[src/rtl/ps2_kbd_fifo.sv]
// Keyboard byte buffer: takes bytes from the PS/2 driver over a req/ack handshake
// and presents them to the CPU through a first-word-fall-through FIFO.
module ps2_kbd_fifo #(
   parameter int DEPTH_LOG2 = 4,
   parameter bit DROP_ZERO  = 1'b1
) (
   input  logic                  clk,
   input  logic                  rst_key,
   input  logic [7:0]            kbd_ascii,
   input  logic                  kbd_int_req,
   output logic                  kbd_int_ack,
   input  logic                  rd_en,
   output logic [7:0]            rd_data,
   output logic                  rd_valid,
   output logic                  cpu_irq,
   output logic [DEPTH_LOG2:0]   count,
   input  logic                  clr,
   output logic                  dbg_state_o
);

   localparam int DEPTH = 1 << DEPTH_LOG2;
   localparam logic [DEPTH_LOG2:0] FULL_CNT = (DEPTH_LOG2 + 1)'(DEPTH);

   typedef enum logic {
      ST_IDLE = 1'b0,
      ST_ACK  = 1'b1
   } state_t;

   state_t                  state_q, state_d;
   logic [7:0]              mem_q [DEPTH];
   logic [DEPTH_LOG2-1:0]   wr_ptr_q, wr_ptr_d;
   logic [DEPTH_LOG2-1:0]   rd_ptr_q, rd_ptr_d;
   logic [DEPTH_LOG2:0]     count_q, count_d;
   logic [7:0]              rd_data_q, rd_data_d;
   logic                    rd_valid_q, rd_valid_d;

   logic                    full;
   logic                    capture;
   logic                    store;
   logic                    wr_en;
   logic                    pop;

   // Handshake: the driver raises kbd_int_req with kbd_ascii stable and holds both
   // until kbd_int_ack=1; it then drops req, and ack falls on the following edge.
   // A capture happens only in IDLE, so one req assertion yields at most one byte.
   assign full    = (count_q == FULL_CNT);
   assign capture = (state_q == ST_IDLE) && kbd_int_req && !full;
   assign store   = capture && ((kbd_ascii != 8'h00) || !DROP_ZERO);
   assign wr_en   = store && !clr;
   assign pop     = rd_en && rd_valid_q && !clr;

   always_ff @(posedge clk or negedge rst_key) begin
      if (!rst_key) begin
         state_q <= ST_IDLE;
      end else begin
         state_q <= state_d;
      end
   end

   always_comb begin
      state_d = state_q;
      unique case (state_q)
         ST_IDLE: if (capture) state_d = ST_ACK;
         ST_ACK:  if (!kbd_int_req) state_d = ST_IDLE;
         default: state_d = ST_IDLE;
      endcase
   end

   always_comb begin
      kbd_int_ack = (state_q == ST_ACK);
      dbg_state_o = state_q;
   end

   always_comb begin
      wr_ptr_d = wr_ptr_q;
      rd_ptr_d = rd_ptr_q;
      count_d  = count_q;
      if (clr) begin
         wr_ptr_d = '0;
         rd_ptr_d = '0;
         count_d  = '0;
      end else begin
         if (wr_en) wr_ptr_d = wr_ptr_q + 1'b1;
         if (pop)   rd_ptr_d = rd_ptr_q + 1'b1;
         unique case ({wr_en, pop})
            2'b10:   count_d = count_q + 1'b1;
            2'b01:   count_d = count_q - 1'b1;
            default: count_d = count_q;
         endcase
      end
   end

   // The head is registered; when the slot being written this edge becomes the
   // head, bypass the incoming byte since the array has not been updated yet.
   always_comb begin
      rd_valid_d = (count_d != '0);
      rd_data_d  = rd_data_q;
      if (rd_valid_d) begin
         if (wr_en && (rd_ptr_d == wr_ptr_q)) rd_data_d = kbd_ascii;
         else                                 rd_data_d = mem_q[rd_ptr_d];
      end
   end

   always_ff @(posedge clk) begin
      if (wr_en) mem_q[wr_ptr_q] <= kbd_ascii;
   end

   always_ff @(posedge clk or negedge rst_key) begin
      if (!rst_key) begin
         wr_ptr_q   <= '0;
         rd_ptr_q   <= '0;
         count_q    <= '0;
         rd_data_q  <= 8'h00;
         rd_valid_q <= 1'b0;
      end else begin
         wr_ptr_q   <= wr_ptr_d;
         rd_ptr_q   <= rd_ptr_d;
         count_q    <= count_d;
         rd_data_q  <= rd_data_d;
         rd_valid_q <= rd_valid_d;
      end
   end

   assign rd_data  = rd_data_q;
   assign rd_valid = rd_valid_q;
   assign cpu_irq  = rd_valid_q;
   assign count    = count_q;

   a_count_range: assert property (@(posedge clk) disable iff (!rst_key)
      count_q <= FULL_CNT);
   a_valid_matches_count: assert property (@(posedge clk) disable iff (!rst_key)
      rd_valid_q == (count_q != '0));

endmodule

[config.mk]
export PLATFORM = sky130hd
export DESIGN_NAME = ps2_kbd_fifo
export DESIGN_NICKNAME = d
export VERILOG_FILES = /design/src/rtl/ps2_kbd_fifo.sv
export SDC_FILE = /design/constraint.sdc
export NUM_CORES = 1
export LEC_CHECK = 0
export CORE_MARGIN = 8
export CORE_UTILIZATION = 45
export CTS_BUF_LIST = sky130_fd_sc_hd__clkbuf_2
export CTS_CLUSTER_SIZE = 10
export DETAILED_ROUTE_END_ITERATION = 8
export SYNTH_ARGS = -nofsm -noshare
export SYNTH_HDL_FRONTEND = slang
export SYNTH_SLANG_ARGS = --single-unit
[constraint.sdc]
create_clock -name clk -period 4.2 [get_ports clk]
set_input_delay 0.84 -clock clk [delete_from_list [all_inputs] [get_ports clk]]
set_output_delay 0.84 -clock clk [all_outputs]
set_load 0.03 [all_outputs]
==> parameters.txt, run 1 <==
Parameter                              Value

Clock network
  H-tree depth ... 4
  Cts repair resizes ... 0
  Number of buffers added by the clock tree synthesis step ... 17
  Number of buffers inserted by hold repair at cts ... 0
  Clock root buffer ... sky130_fd_sc_hd__clkbuf_2
  Clock sink count ... 151
  Post-CTS setup buffers ... 0
  Reg clk slew, reported paths ... 190 ps
  CTS tree ... done
  Number of buffers on the longest clock path ... 2
  Clock latency on the worst-skew pair ... 700 ps

Critical path
  Arrival time worst endpoint ... 4050 ps
  Type of element launching the critical path ... input port
  Delay contributed by the slowest stage of the critical path ... 490 ps
  Top cell by count, worst path ... sky130_fd_sc_hd__ha_1
  Critical-path top delay cell ... sky130_fd_sc_hd__clkdlybuf4s50_1
  Crit Reg-Reg Startpoint ... count[1]
  CP required ... 4770 ps
  Setup crit end kind ... register
  Critical path class ... input port to register
  Crit-path leading delay family ... simple AND/OR/NAND/NOR gates
  Largest fanout on the critical path ... 17
  Worst R2R Path Depth ... 16
  Number of buffers and inverters on the critical path ... 3
  Capturing point of the worst reg2reg path ... rd_data[0]
  Critical path, cell by cell ... clkdlybuf4s50_1, nor4_1, nand2_1, nand3_2, nor2_2, inv_1, ha_1, xor2_1, ha_1, a21oi_1, mux2i_1, mux2_2, nor3_1, o211ai_2, buf_12, nand3_1, o221ai_1
  Worst reg-to-reg setup slack ... 800 ps

Placed design
  Placement-stage worst setup slack ... -9.699 ps
  Gp weighted congestion ... 0.7839
  HPWL after detailed placement ... 10010 um
  IO Port Bufs ... 29
  Cell area after placement ... 7289 um^2

Worst hold path
  Endpoint, Worst Hold ... dbg_state_o
  Type of the tightest min-delay check ... register to register
  Hold Startpoint ... dbg_state_o
  Number of cells traversed by the worst hold path ... 1

Power and ir drop
  Sequential cell fraction of total power ... 56.7%
  Combinational Power Share ... 16.9%
  Switching power of the nets ... 0.8372 mW
  Switching power share of the total ... between 20% and 30%
  Clock network fraction of design power ... 26.4%
  Worst-case vdd ir drop ... approximately 290 uV
  PD cells ... approximately 400 nW/um^2
  Internal power component ... 2.180 mW
  Pleak ... 2.869 nW

Yosys
  Sequential area share after synthesis ... about 67%
  Number of cells produced by synthesis ... 447
  EDFF count, synth ... 128
  Average instance area after synthesis ... between 10 and 15 um^2
  Ys flop type ... sky130_fd_sc_hd__edfxtp_1
  Asr flop ratio synth ... 15.23%
  Flip-flop and latch count after synthesis ... between 150 and 200
  Netlist area before placement ... 6579 um^2
  Count of warnings emitted by yosys ... 0
  Number of distinct library cell variants in the gate-level netlist after synthesis ... 44
  Number of nets produced by synthesis ... between 400 and 500

Timing
  Final worst clock skew ... ~24 ps
  Count of final max-slew check failures ... 0
  Worst setup slack after layout ... 716.6 ps
  Final setup TNS ... 0 ps
  Setup repair after global routing missed its margin ... no
  Worst-margin pin slew ... 1085 ps
  Share of the cycle needed by the critical path after routing ... between 80% and 90%
  Headroom to the max-slew limit ... a little over a quarter
  Worst hold-check slack ... around 600 ps
  Number of hold violations in the final report ... 0
  Total setup violations reported at the end of the flow ... 0
  Maximum clock frequency ... ~290 MHz
  Clock period minus worst slack ... 3483 ps

GRT
  First-pass GRT wire length ... 23190 um
  GR Overflow Total ... 0
  Pin count of the biggest net entering global routing ... 35
  Number of antenna violations at the first check in global routing ... 0
  Overall global routing resource usage ... 17.00%
  Number of global-route vias before repair ... 3969

Routing
  Met3 Routed Length ... 884 um
  Vias per Instance ... 5.511
  Length of routed met2 wiring ... 7645 um
  Number of detailed-route iterations in the first pass ... 4
  Antenna Nets Post-Route ... 0
  Total vias in the final route ... 3863
  Wire length per cell ... around 21 um
  Iteration-0 DRC Markers ... 245
  M1 WL ... slightly above 6000 um
  Top layer used by detailed routing ... met4
  Total DRC errors in the routed layout ... 0
  Wire length after detailed routing ... 14890 um

Floorplanning
  Area of the die ... 18740 um^2
  Core Area ... 14420 um^2
  Standard-cell row count ... between 40 and 50
  Width of the die ... approximately 140 um
  Starting density of the core ... a little under half
  Vertical die dimension ... 136.9 um
  Count of pins on the block boundary ... 30

Layout
  Antenna Cells ... 0
  Growth of design area from synthesis to finish ... 14.26%
  Proportion of layout cells with a drive suffix above 1 ... 19.54%
  Total number of nets in the final design ... between 500 and 600
  Post-route cell area ... about 7500 um^2

Outcome
  Outcome ... finished clean

Flow run
  Max Cap Viol ... 0
synthesized netlist by cell type, types with 2 or more instances:
library cell | number | area [um^2]
sky130_fd_sc_hd__o211ai_1 | 8 | 60.06
sky130_fd_sc_hd__a21oi_1 | 20 | 100.1
sky130_fd_sc_hd__or3_1 | 2 | 12.51
sky130_fd_sc_hd__nor2_1 | 18 | 67.56
sky130_fd_sc_hd__buf_2 | 13 | 65.06
sky130_fd_sc_hd__buf_1 | 2 | 7.510
sky130_fd_sc_hd__nand2_1 | 11 | 41.29
sky130_fd_sc_hd__o221ai_1 | 8 | 70.07
sky130_fd_sc_hd__mux2i_1 | 60 | 600.6
sky130_fd_sc_hd__ha_1 | 8 | 100.1
sky130_fd_sc_hd__buf_4 | 2 | 15.01
sky130_fd_sc_hd__dfrtp_1 | 23 | 575.6
sky130_fd_sc_hd__mux2i_2 | 2 | 27.53
sky130_fd_sc_hd__mux2_2 | 17 | 191.4
sky130_fd_sc_hd__nor4_1 | 6 | 37.54
sky130_fd_sc_hd__inv_1 | 19 | 71.32
sky130_fd_sc_hd__edfxtp_1 | 128 | 3844
sky130_fd_sc_hd__xnor2_1 | 7 | 61.31
sky130_fd_sc_hd__xor2_1 | 4 | 35.03
sky130_fd_sc_hd__nor2b_1 | 6 | 37.54
sky130_fd_sc_hd__a221oi_1 | 8 | 70.07
sky130_fd_sc_hd__clkbuf_1 | 8 | 30.03
sky130_fd_sc_hd__nor3_1 | 6 | 30.03
sky130_fd_sc_hd__nand3_1 | 11 | 55.05
sky130_fd_sc_hd__o21ai_0 | 20 | 100.1
sky130_fd_sc_hd__a31o_2 | 8 | 70.07
sky130_fd_sc_hd__and2_1 | 4 | 25.02
sky130_fd_sc_hd__and3b_1 | 2 | 17.52
power by group through the flow:
stage          Sequential (mW)  Combinational, mW  Clock [mW]
3_3_place_gp              1.74              0.507           0
3_5_place_dp              1.74              0.516           0
5_1_grt                   1.72              0.544       0.873
4_1_cts                   1.71              0.518       0.815
2_1_floorplan             1.82              0.223           0
6_report                  1.71              0.510       0.797
cell usage in the layout, fill, tap and decap left out, types with 11 or more instances in the layout:
cell | Yosys | layout
sky130_fd_sc_hd__dfrtp_1 | 23 | 23
sky130_fd_sc_hd__buf_4 | 2 | 32
sky130_fd_sc_hd__a21oi_1 | 20 | 20
sky130_fd_sc_hd__clkbuf_2 | 0 | 21
sky130_fd_sc_hd__nor2_1 | 18 | 17
sky130_fd_sc_hd__nand3_1 | 11 | 11
sky130_fd_sc_hd__inv_1 | 19 | 19
sky130_fd_sc_hd__mux2i_1 | 60 | 60
sky130_fd_sc_hd__o21ai_0 | 20 | 20
sky130_fd_sc_hd__nand2_1 | 11 | 11
sky130_fd_sc_hd__mux2_2 | 17 | 17
sky130_fd_sc_hd__edfxtp_1 | 128 | 128
sky130_fd_sc_hd__clkdlybuf4s50_1 | 0 | 29
flip-flops by register name (all words and copies together) (netlist names):
signal	flops
mem_q	128
rd_data	8
count	5
rd_ptr_q	4
wr_ptr_q	4
cpu_irq	1
dbg_state_o	1
cell families after synthesis:
group	after synthesis	share of synthesized area, %
compound gates	79	8.274
xor+xnor	12	1.712
fa+ha+maj	8	1.522
buf+inv	44	2.872
flops	151	67.17
mux	79	12.46
simple gates	74	5.991
layout make-up:
cell class                      instances  area [um^2]
Multi-Input combinational cell        252         1998
Tap cell                              184        230.2
Inverter                               19        71.32
Sequential cell                       151         4419
Clock inverter                         11        122.6
Clock buffer                           21        105.1
Fill cell                            1278         6907
Timing Repair Buffer                   63        570.5
per-stage QoR:
| step | power [mW] | util, % | std cells |
|---|---|---|---|
| after global routing | 3.132 | 52.12 | 701 |
| final | 3.017 | 52.12 | 701 |
| after CTS | 3.044 | 52.12 | 701 |
| after floorplan | 2.038 | - | 447 |
| after global placement | 2.249 | 50.54 | 669 |
| after detailed placement | 2.258 | 50.54 | 669 |
layer usage:
layer / GRT usage, % / vias up
met2: 28.66 / 89
met5: 0 / -
met1: 21.21 / 1938
li1: - / 1816
met3: 3.744 / 20
met4: 5.794 / 0
worst max-delay path by stage:
stage	startpoint	slack [ps]	to	cells past startpoint
after CTS	kbd_ascii[4]	790	rd_data[2]	17
final	kbd_ascii[4]	720	rd_data[0]	17
after floorplan	clr	150	rd_data[6]	16
after global placement	kbd_ascii[4]	90	rd_data[7]	17
after global routing	count[1]	570	rd_data[3]	16
after detailed placement	kbd_ascii[4]	-10	rd_data[0]	17
Note: power is estimated with default switching activity, not from simulation.
==> run 2: changes to the inputs <==
==> constraint.sdc (replaced) <==
create_clock -name clk -period 3.53 [get_ports clk]
set_input_delay 0.706 -clock clk [delete_from_list [all_inputs] [get_ports clk]]
set_output_delay 0.706 -clock clk [all_outputs]
set_load 0.03 [all_outputs]
==> parameters.txt, run 2 (synthesis gave the netlist of run 1 again) <==
Parameter                              Value

Clock network
  Clock latency on the worst-skew pair ... 740 ps
  Number of buffers added by the clock tree synthesis step ... 17
  Number of buffers on the longest clock path ... 2
  H-tree depth ... 4
  Reg clk slew, reported paths ... 230 ps
  CTS tree ... done
  Clock root buffer ... sky130_fd_sc_hd__clkbuf_2
  Clock sink count ... 151
  Number of buffers inserted by hold repair at cts ... 0

Timing
  Worst-margin pin slew ... 1077 ps
  Worst hold-check slack ... 518.5 ps
  Headroom to the max-slew limit ... 27.96%
  Maximum clock frequency ... 300.3 MHz
  Number of hold violations in the final report ... 0
  Clock period minus worst slack ... 3330 ps
  Total setup violations reported at the end of the flow ... 0
  Share of the cycle needed by the critical path after routing ... 94.32%
  Final worst clock skew ... about 36 ps
  Setup repair after global routing missed its margin ... no
  Final setup TNS ... 0 ps
  Count of final max-slew check failures ... 0

Routing
  Number of detailed-route iterations in the first pass ... 4
  Iteration-0 DRC Markers ... 252
  Total DRC errors in the routed layout ... 0
  Antenna Nets Post-Route ... 0
  Wire length per cell ... 21.31 um
  Vias per Instance ... 5.527
  Wire length after detailed routing ... 15320 um
  Total vias in the final route ... 3974

Layout
  Layout Utilization ... 53.67%
  Most frequent cells in the layout ... sky130_fd_sc_hd__edfxtp_1 (128), sky130_fd_sc_hd__mux2i_1 (60), sky130_fd_sc_hd__buf_4 (47)
  Non-filler cells, final ... roughly 720
  Proportion of layout cells with a drive suffix above 1 ... 23.18%
  Total number of nets in the final design ... 543
  Number of fill cells ... 1204
  Sequential Area ... roughly 4400 um^2
  Antenna Cells ... 0
  Area taken by multi-input logic gates ... 2023 um^2
  Growth of design area from synthesis to finish ... 17.67%
  Most common cell after layout, fill and taps aside ... sky130_fd_sc_hd__edfxtp_1
  Register with the most flip-flops ... mem_q
  Flip-flop count of the largest register, all copies and words added ... 128

GRT
  First-pass GRT wire length ... 23710 um
  Number of global-route vias before repair ... between 4000 and 5000
  Number of antenna violations at the first check in global routing ... 0
  Overall global routing resource usage ... 17.50%
  GR Overflow Total ... 0
  Pin count of the biggest net entering global routing ... 49

Critical path
  Arrival time worst endpoint ... 3930 ps
  Setup crit end kind ... register
  Critical path class ... input port to register
  Type of element launching the critical path ... input port
  CP required ... 4130 ps
  Largest fanout on the critical path ... 12

Floorplanning
  Standard-cell row count ... 44
  Width of the die ... 136.9 um
  Starting density of the core ... 45.61%
  Vertical die dimension ... 136.9 um
  Count of pins on the block boundary ... 30
  Area of the die ... 18740 um^2
  Core Area ... 14420 um^2

Placed design
  Placed Instances ... 682
  HPWL after detailed placement ... 10190 um
  IO Port Bufs ... 29
  Gp weighted congestion ... 0.8755

Worst hold path
  Type of the tightest min-delay check ... input port to asynchronous set/reset pin

Flow run
  Max Cap Viol ... 0

Power and ir drop
  Power, Total ... 3.688 mW
  PD cells ... 476.4 nW/um^2
  Worst-case vdd ir drop ... 417.2 uV
  Pleak ... 2.981 nW

Outcome
  Outcome ... finished clean
[run 2: cell types whose count changed in the layout (fill, tap and decap cells not counted), sizes merged]
cell / delta
clkinv: +2
clkbuf: -4
inv: +2
buf: +18
[run 2: layout make-up]
class                   instances  area share [%]
flip-flops and latches        151           57.10
multi-input cells             252           26.14
repair buffers                 81           9.601
well taps                     184           2.974
clock inverters                15           2.166
clock buffers                  17           1.099
inverters                      19          0.9213
[run 2: timing repair]
action,CTS,global route
gates resized for setup,0,2
hold endpoints to repair,0,0
setup buffers,0,5
setup endpoints to repair,0,8
[run 2: worst paths after layout]
path / startpoint / to / slack, ps / depth (start not counted)
max in group asynchronous: rst_key / count[0] / 2290 / 1
setup reg to reg: count[0] / rd_data[1] / 240 / 17
setup / recovery: kbd_ascii[4] / rd_data[1] / 200 / 18
hold / removal: rst_key / rd_ptr_q[0] / 520 / 1
min in group clk: kbd_int_req / dbg_state_o / 520 / 2
hold reg to reg: dbg_state_o / dbg_state_o / 580 / 1
[run 2: critical path, stage by stage]
cell and delay [ps]:
sky130_fd_sc_hd__clkdlybuf4s50_1 480, sky130_fd_sc_hd__nor4_1 300, sky130_fd_sc_hd__nand2_1 170, sky130_fd_sc_hd__nand3_2 130
sky130_fd_sc_hd__nor2_2 50, sky130_fd_sc_hd__inv_2 60, sky130_fd_sc_hd__ha_1 180, sky130_fd_sc_hd__xor2_1 90
sky130_fd_sc_hd__ha_1 200, sky130_fd_sc_hd__a21oi_1 150, sky130_fd_sc_hd__mux2i_1 220, sky130_fd_sc_hd__mux2_2 390
sky130_fd_sc_hd__nor3_4 210, sky130_fd_sc_hd__o211ai_4 100, sky130_fd_sc_hd__buf_12 160, sky130_fd_sc_hd__buf_4 140
sky130_fd_sc_hd__nand3_1 80, sky130_fd_sc_hd__o221ai_1 120
[run 2: through the flow]
| step | instance area (um^2) | setup slack [ps] |
|---|---|---|
| after floorplan | 6620 | 26.80 |
| after global placement | 7432 | -440.6 |
| after detailed placement | 7432 | -567.4 |
| after CTS | 7685 | 52.70 |
| after global routing | 7741 | 9.226 |
| final | 7741 | 200.4 |
[run 2: power by group]
group / switching [mW] / internal [mW]
clock: 0.672 / 0.343
combinational: 0.354 / 0.283
sequential: 0.0460 / 1.99
[run 2: layer usage]
layer,GRT usage (%),vias to the layer above,share of wire [%]
met5,0,-,0
met2,28.71,96,50
met3,3.634,21,4.9
met4,6.578,0,1.8
li1,-,1860,-
met1,22.42,1997,44
